===== src/rtl/btn_event_ctrl_if.sv =====
// ----------------------------------------------------------------------------
// btn_event_ctrl_if
// Groups the button/event signals between the board+CPU side and the
// btn_event_ctrl block.
//   btn_raw   : raw bouncy buttons {btnL, btnC, btnR, btnU}
//   ack       : one-cycle pop strobe from the CPU
//   clr_ovr   : clears the sticky overrun flag
//   evt_valid : at least one event queued
//   evt_code  : head event (0 none, 1 add, 2 sub, 3 mul, 4 equals)
//   evt_count : number of queued events (0..2)
//   btn_clean : debounced button levels
//   overrun   : sticky "a press was dropped" flag
// master = board/CPU side, slave = btn_event_ctrl.
// ----------------------------------------------------------------------------
interface btn_event_ctrl_if;
    logic [3:0] btn_raw;
    logic       ack;
    logic       clr_ovr;
    logic       evt_valid;
    logic [2:0] evt_code;
    logic [1:0] evt_count;
    logic [3:0] btn_clean;
    logic       overrun;

    modport master (
        output btn_raw, ack, clr_ovr,
        input  evt_valid, evt_code, evt_count, btn_clean, overrun
    );

    modport slave (
        input  btn_raw, ack, clr_ovr,
        output evt_valid, evt_code, evt_count, btn_clean, overrun
    );
endinterface


===== src/rtl/btn_event_ctrl.sv =====
// ----------------------------------------------------------------------------
// btn_event_ctrl
// Debounces the four calculator push-buttons, turns each press into one
// operation event, arbitrates simultaneous presses and queues up to two
// events for the CPU to poll and acknowledge.
// Ports:
//   clk   : system clock, rising edge
//   reset : asynchronous, active-high reset
//   bus   : btn_event_ctrl_if.slave (see interface file for signal list)
// Parameters:
//   DEBOUNCE_CYCLES : stable synchronized cycles before a level is accepted
//   CNT_W           : debounce counter width, must hold DEBOUNCE_CYCLES-1
// ----------------------------------------------------------------------------
module btn_event_ctrl #(
    parameter int DEBOUNCE_CYCLES = 50000,
    parameter int CNT_W           = 16
) (
    input  logic            clk,
    input  logic            reset,
    btn_event_ctrl_if.slave bus
);
    // State encoding equals the queued event count, so evt_count is r_state.
    localparam logic [1:0] ST_EMPTY = 2'd0;
    localparam logic [1:0] ST_ONE   = 2'd1;
    localparam logic [1:0] ST_TWO   = 2'd2;

    localparam logic [2:0] CODE_NONE = 3'd0;
    localparam logic [2:0] CODE_ADD  = 3'd1;
    localparam logic [2:0] CODE_SUB  = 3'd2;
    localparam logic [2:0] CODE_MUL  = 3'd3;
    localparam logic [2:0] CODE_EQ   = 3'd4;

    localparam logic [CNT_W-1:0] CNT_MAX = CNT_W'(DEBOUNCE_CYCLES - 1);
    localparam logic [CNT_W-1:0] CNT_ONE = CNT_W'(1);

    logic [3:0]       r_sync1;
    logic [3:0]       r_sync2;
    logic [3:0]       r_clean;
    logic [3:0]       r_clean_d;
    logic [CNT_W-1:0] r_cnt [4];
    logic [1:0]       r_state;
    logic [2:0]       r_head;
    logic [2:0]       r_tail;
    logic             r_ovr;

    logic [3:0]       w_press;
    logic             w_push;
    logic [2:0]       w_code;
    logic             w_multi;
    logic             w_fifo_drop;

    // Two-flop synchronizer followed by a per-bit stability counter.
    always_ff @(posedge clk or posedge reset) begin
        if (reset) begin
            r_sync1   <= '0;
            r_sync2   <= '0;
            r_clean   <= '0;
            r_clean_d <= '0;
            for (int i = 0; i < 4; i++) r_cnt[i] <= '0;
        end else begin
            r_sync1   <= bus.btn_raw;
            r_sync2   <= r_sync1;
            r_clean_d <= r_clean;
            for (int i = 0; i < 4; i++) begin
                if (r_sync2[i] == r_clean[i]) begin
                    r_cnt[i] <= '0;
                end else if (r_cnt[i] == CNT_MAX) begin
                    r_clean[i] <= r_sync2[i];
                    r_cnt[i]   <= '0;
                end else begin
                    r_cnt[i] <= r_cnt[i] + CNT_ONE;
                end
            end
        end
    end

    // Rising edges of the clean levels; bit order {L, C, R, U}, priority U > L > C > R.
    always_comb begin
        w_press = r_clean & ~r_clean_d;
        w_push  = 1'b1;
        w_code  = CODE_NONE;
        if (w_press[0])      w_code = CODE_EQ;
        else if (w_press[3]) w_code = CODE_ADD;
        else if (w_press[2]) w_code = CODE_SUB;
        else if (w_press[1]) w_code = CODE_MUL;
        else                 w_push = 1'b0;
        // More than one bit set: clearing the lowest set bit leaves something.
        w_multi     = (w_press & (w_press - 4'd1)) != 4'd0;
        w_fifo_drop = (r_state == ST_TWO) && w_push && !bus.ack;
    end

    // Two-entry event queue; a push coinciding with a pop never overflows.
    always_ff @(posedge clk or posedge reset) begin
        if (reset) begin
            r_state <= ST_EMPTY;
            r_head  <= CODE_NONE;
            r_tail  <= CODE_NONE;
        end else begin
            case (r_state)
                ST_EMPTY: begin
                    if (w_push) begin
                        r_state <= ST_ONE;
                        r_head  <= w_code;
                    end
                end
                ST_ONE: begin
                    if (w_push && !bus.ack) begin
                        r_state <= ST_TWO;
                        r_tail  <= w_code;
                    end else if (w_push && bus.ack) begin
                        r_head <= w_code;
                    end else if (bus.ack) begin
                        r_state <= ST_EMPTY;
                        r_head  <= CODE_NONE;
                    end
                end
                ST_TWO: begin
                    if (bus.ack) begin
                        r_head <= r_tail;
                        if (w_push) begin
                            r_tail <= w_code;
                        end else begin
                            r_state <= ST_ONE;
                            r_tail  <= CODE_NONE;
                        end
                    end
                end
                default: begin
                    r_state <= ST_EMPTY;
                    r_head  <= CODE_NONE;
                    r_tail  <= CODE_NONE;
                end
            endcase
        end
    end

    // Sticky overrun; a new drop outranks a simultaneous clear.
    always_ff @(posedge clk or posedge reset) begin
        if (reset)                     r_ovr <= 1'b0;
        else if (w_multi || w_fifo_drop) r_ovr <= 1'b1;
        else if (bus.clr_ovr)          r_ovr <= 1'b0;
    end

    assign bus.evt_valid = (r_state != ST_EMPTY);
    assign bus.evt_code  = (r_state == ST_EMPTY) ? CODE_NONE : r_head;
    assign bus.evt_count = r_state;
    assign bus.btn_clean = r_clean;
    assign bus.overrun   = r_ovr;
endmodule


===== src/flat_wrapper.sv =====
// flat-port wrapper written by rule: the top's interface ports become plain ports
module btn_event_ctrl_flat 
#(
    parameter int DEBOUNCE_CYCLES = 50000,
    parameter int CNT_W           = 16
)
  (clk, reset, bus_btn_raw, bus_ack, bus_clr_ovr, bus_evt_valid, bus_evt_code, bus_evt_count, bus_btn_clean, bus_overrun);
  btn_event_ctrl_if bus_i ();
  input  logic clk;
  input  logic reset;
  input wire logic [$bits(bus_i.btn_raw)-1:0] bus_btn_raw;
  input wire logic [$bits(bus_i.ack)-1:0] bus_ack;
  input wire logic [$bits(bus_i.clr_ovr)-1:0] bus_clr_ovr;
  output wire logic [$bits(bus_i.evt_valid)-1:0] bus_evt_valid;
  output wire logic [$bits(bus_i.evt_code)-1:0] bus_evt_code;
  output wire logic [$bits(bus_i.evt_count)-1:0] bus_evt_count;
  output wire logic [$bits(bus_i.btn_clean)-1:0] bus_btn_clean;
  output wire logic [$bits(bus_i.overrun)-1:0] bus_overrun;
  assign bus_i.btn_raw = bus_btn_raw;
  assign bus_i.ack = bus_ack;
  assign bus_i.clr_ovr = bus_clr_ovr;
  assign bus_evt_valid = bus_i.evt_valid;
  assign bus_evt_code = bus_i.evt_code;
  assign bus_evt_count = bus_i.evt_count;
  assign bus_btn_clean = bus_i.btn_clean;
  assign bus_overrun = bus_i.overrun;
  btn_event_ctrl #(.DEBOUNCE_CYCLES(DEBOUNCE_CYCLES), .CNT_W(CNT_W)) u_core (.clk(clk), .reset(reset), .bus(bus_i));
endmodule

===== config.mk =====
export PLATFORM = sky130hd
export DESIGN_NAME = btn_event_ctrl_flat
export DESIGN_NICKNAME = d
export VERILOG_FILES = /design/src/rtl/btn_event_ctrl_if.sv /design/src/rtl/btn_event_ctrl.sv /design/src/flat_wrapper.sv
export SDC_FILE = /design/constraint.sdc
export NUM_CORES = 1
export LEC_CHECK = 0
export ABC_AREA = 1
export CAP_MARGIN = 30
export CORE_ASPECT_RATIO = 1.4
export CORE_MARGIN = 5
export CORE_UTILIZATION = 35
export CTS_CLUSTER_SIZE = 12
export DETAILED_ROUTE_END_ITERATION = 16
export MAX_ROUTING_LAYER = met4
export PLACE_DENSITY = 0.55
export SLEW_MARGIN = 20
export SYNTH_ARGS = -nofsm -noshare
export SYNTH_HDL_FRONTEND = slang
export SYNTH_SLANG_ARGS = --single-unit

===== constraint.sdc =====
create_clock -name clk -period 3.6 [get_ports clk]
set_input_delay 0.72 -clock clk [delete_from_list [all_inputs] [get_ports clk]]
set_output_delay 0.72 -clock clk [all_outputs]
set_load 0.02 [all_outputs]

# --- Yosys cells after proc, flatten, opt, wreduce, memory -nomap -nowiden ---
# Cells that the tools add are included.
op_classes:
  add_sub_neg: 5
  n_eq_ne: 18
  muxes: 36
  n_bitwise: 8
  n_reduce_logical: 17
ops:
  columns: ["op", "n"]
  rows:
  - ["$mux W16", 8]
  - ["$add A16 B1 Y16 const B", 4]
  - ["$eq A16 B16 Y1 const B", 4]
  - ["$mux W3", 12]
  - ["$pmux W3 S3", 2]
  - ["$mux W2", 7]
  - ["$ne A3 B2 Y1 const B", 3]
  - ["$and A4 B4 Y4", 2]
  - ["$reduce_and A2 Y1", 4]
  - ["$mux W1", 6]
  - ["$ne A2 B2 Y1 const B", 3]
  - ["$pmux W2 S3", 1]
  - ["$not A1 Y1", 5]
  - ["$reduce_and A5 Y1", 1]
  - ["$eq A1 B1 Y1", 4]
  - ["$logic_and A1 B1 Y1", 4]
  - ["$ne A2 B1 Y1 const B", 2]
  - ["$not A4 Y4", 1]
  - ["$reduce_and A4 Y1", 1]
  - ["$reduce_bool A2 Y1", 2]
  - ["$reduce_bool A4 Y1", 1]
  - ["$sub A4 B1 Y4 const B", 1]
  - ["$reduce_and A3 Y1", 1]
  - ["$eq A2 B1 Y1 const B", 1]
  - ["other kinds (4)", 4]
totals:
  register_bits: 89
  in_bits: 8
  output_inout_bits: 11
  wordCells: 99

# --- Depth between registers and ports, before layout ---
depth:
  word_depth: 10
  depth_mapped: 10
  depth_no_buf: 10

# --- Least setup slack after synthesis ---
# Ideal clock, no wire load.
synth_timing:
  path_type: "register -> output"
  start: "reg u_core.r_state[0], in the netlist u_core.bus.evt_count[0]"
  end: "out bus_evt_code[0]"
  arrival_time_ps: 1153
  t_required_ps: 2880
  setup_slack_ps: 1727
  stages_incl_launch_ff: 4
  n_path_buf: 0
  path_cell_list: "dfrtp_1 inv_1 ha_1 nor2_1"
synth_via:
  elab_chain_len: 2
synth_lines:
  columns: ["item", "line_no", "text"]
  rows:
  - ["start, declared", "btn_event_ctrl.sv:41", "logic [1:0] r_state;"]
  - ["start signal, assigned", "btn_event_ctrl.sv:95", "r_state <= ST_EMPTY;"]
  - ["start signal, assigned", "btn_event_ctrl.sv:102", "r_state <= ST_ONE;"]
  - ["start signal, assigned", "btn_event_ctrl.sv:108", "r_state <= ST_TWO;"]
  - ["$logic_not A2 Y1", "btn_event_ctrl.sv:145", "assign bus.evt_code = (r_state == ST_EMPTY) ? CODE_NONE : r_head;"]
  - ["$mux W3", "btn_event_ctrl.sv:145", null]
  - ["end, declared", "flat_wrapper.sv:15", "output wire logic [$bits(bus_i.evt_code)-1:0] bus_evt_code;"]
# Every way passes these cells.

# --- Worst setup path after layout ---
layout_timing:
  start: "reg u_core.r_state[1], in the netlist u_core.bus.evt_count[1]"
  end: "out bus_evt_valid"
layout_via:
  elab_chain_len: 1
layout_lines:
  columns: ["item", "line_no", "text"]
  rows:
  - ["$reduce_bool A2 Y1", "btn_event_ctrl.sv:144", "assign bus.evt_valid = (r_state != ST_EMPTY);"]
  - ["end, declared", "flat_wrapper.sv:14", "output wire logic [$bits(bus_i.evt_valid)-1:0] bus_evt_valid;"]
# Every way passes these cells.

==> results.ini <==
[floorplan]
io_pins = 19
dieHeight_um = 146
coreArea_um2 = 13200
initial_core_util = 0.353
die_width_um = 107
rows = 50
die_area_um2 = 15700

[critical_path]
critPathMaxStageDelay_ns = 0.63
r2r-start = u_core.r_cnt[32]$_DFF_PP0_
start_kind = flop
cp_num_buf_inv = 3
endpoint_kind = output pin
path_cells = inv_1 > ha_1 > clkinv_1 > clkdlybuf4s50_1
critPathMaxFanout = 10
arrival_ns = 1.99
ff2ff_path_depth = 8
crit-reg2reg-capture = u_core.r_cnt[38]$_DFF_PP0_
path_delay_family = buffers and inverters
crit_slowest_cell = clkdlybuf4s50_1
r2r_slack_ns = 1.96
crit_type = reg2out
cp.depth = 4
cp.required_ns = 2.88

[clock_tree]
cts-resized-gates = 0
cts.sinks = 89
cts-root-buf = clkbuf_16
cts_max_path_buffers = 2
cts_buffers = 9
cts_setup_buffers = 0
ctsHoldBuffers = 0
clk_pin_slew_ns = 0.06
cts_tree = built
h-tree-depth = 3
clock_latency_ns = 0.35

[finish]
final_nets = 627
insertedDiodeCount = 0
drive_gt1_frac = 0.107
finish.instance_area_um2 = 5430
synthToLayoutAreaGrowth_pct = 16.7

[synth]
ys.warnings.count = 0
async_reset_ff_frac = 1.00
synth_flop_cell = dfrtp_1
synth.area.top_cells = dfrtp_1 48%, nand2_1 9.1%, nor2_1 8.5%
synth_top_area_share = 0.478
synth_seq_area_share = 0.478
post-synth-top-count-cell = nand2_1
syn_inst = 580
synth_cell_types = 36
avgSynthCellArea_um2 = 8.03
syn-num-nets = 597
synth_top_area_cell = dfrtp_1
synth_area_um2 = 4660
yosys_register_bits = 89
ys_top_cells_by_count = 113 x nand2_1, 106 x nor2_1, 89 x dfrtp_1, 73 x inv_1, 31 x nand3_1
synth_edf_count = 0

[placement]
placed_cell_area_um2 = 5080
gp_congestion = 0.907
dpl.hpwl_um = 6980
io_buffers = 18

[sta]
skew_ns = 0.0104
tightestPinTransition_ns = 0.355
period_share = 0.753
max_slew_margin = 0.761
slew_viol_final = 0
setup_viol = 0
min_period_ns = 2.71
finalHoldViolCount = 0
finalSetupTns_ns = 0
fmax_mhz = 369
rsz0062_at_grt = false

[detailed_routing]
post_drt_wl_per_cell_um = 11.8
viasPerCell = 4.67
drt_wl_total_um = 9400
first_iter_violations = 109
postRouteAntennaNets = 0
first_pass_iters = 4
drc = 0
vias = 3725

[grt]
grt_pass1_wl_um = 16400
antenna_found_initial = 0
grt_pass1_vias = 3684
grt-ovfl-total = 0
grt_max_degree = 47
grt_use_total = 0.131

[min_path]
hold_path.class = reg2reg
holdCritStartpoint = u_core.r_sync1[0]$_DFF_PP0_
holdPathEnd = u_core.r_sync2[0]$_DFF_PP0_
hold_depth = 0

[pwr]
pwr_density_cell_nw_per_um2 = 390
p_leak_nw = 2.46
ir_drop_v = 0.000302

[run_status]
outcome = completed

[flow_run]
maxCapViolCount = 0

[cell usage in the layout (no fill, tap or decap), drive strengths merged, types with 6 or more instances in the layout]
cell and n:
nor2 118, o21ai 13, nor3b 6, clkdlybuf4s50 18, a21oi 18, clkinv 6, dfrtp 89, nand3 33
nand4 15, clkbuf 10, nand2 133, nor3 30, inv 76, ha 9, xor2 19
[worst reg2reg max path, cell delays in order, from the launching register on]
cell,delay [ns]
dfrtp_1,0.40
ha_1,0.22
nand2_1,0.11
inv_1,0.06
nand2_1,0.10
nor2_1,0.09
nand2_1,0.10
nand2_1,0.21
nor3b_1,0.26
[through the flow]
step	cells	setup WS (ns)	hold slack, ns	utilization	total power [W]
after global routing	797	0.781	0.355	0.412	0.00221
final	797	0.890	0.347	0.412	0.00212
after global placement	780	1.26	0.334	0.385	0.00111
after floorplan	580	0.573	0.331	-	0.00109
after CTS	796	0.867	0.351	0.410	0.00216
after detailed placement	780	1.24	0.336	0.385	0.00112
[state kept, by name, summed over array words and instances, names as in the netlist]
signal / flops
u_core.bus.btn_clean: 4
u_core.bus.evt_count: 2
u_core.bus.overrun: 1
u_core.r_clean_d: 4
u_core.r_cnt: 64
u_core.r_head: 3
u_core.r_sync1: 4
u_core.r_sync2: 4
u_core.r_tail: 3
[cell type report]
cell class	count	area, um^2
multi-input combinational	412	2130
fill	1327	7770
inverter	78	294
timing repair buffer	20	220
sequential	89	2230
clock buffer	10	239
clock inverter	6	91.3
tap	182	228
[logic make-up after synthesis]
kind of cell / synth area share
and+or+nand+nor: 0.346
AOI/OAI and AO/OA: 0.0468
adders and majority gates: 0.0242
DFF: 0.478
xor gates and xnor gates: 0.0414
buffers and inverters: 0.0637
[where the power goes]
part,total [W],switching (W),internal [W]
sequential,0.00102,0.00000974,0.00102
clock,0.00103,0.000396,0.000629
combinational,0.0000711,0.0000470,0.0000241
[layer usage]
layer / GRT usage / vias up / share of wire
met3: 0.0257 / 11 / 0.030
met5: - / - / 0
met4: 0.0480 / 0 / 0.016
met2: 0.225 / 51 / 0.51
met1: 0.150 / 1766 / 0.44
li1: - / 1897 / -
[worst max path at each step]
stage,to,slack [ns],startpoint
floorplan,u_core.bus.btn_clean[0]$_DFFE_PP0P_,0.57,reset
global placement,bus_evt_valid,1.26,u_core.bus.evt_count[0]$_DFFE_PP0P_
detailed placement,bus_evt_valid,1.24,u_core.bus.evt_count[1]$_DFFE_PP0P_
CTS,bus_evt_valid,0.87,u_core.bus.evt_count[1]$_DFFE_PP0P_
global route,bus_evt_valid,0.78,u_core.bus.evt_count[0]$_DFFE_PP0P_
finish,bus_evt_valid,0.89,u_core.bus.evt_count[1]$_DFFE_PP0P_
Power figures use the tool's default switching activity.
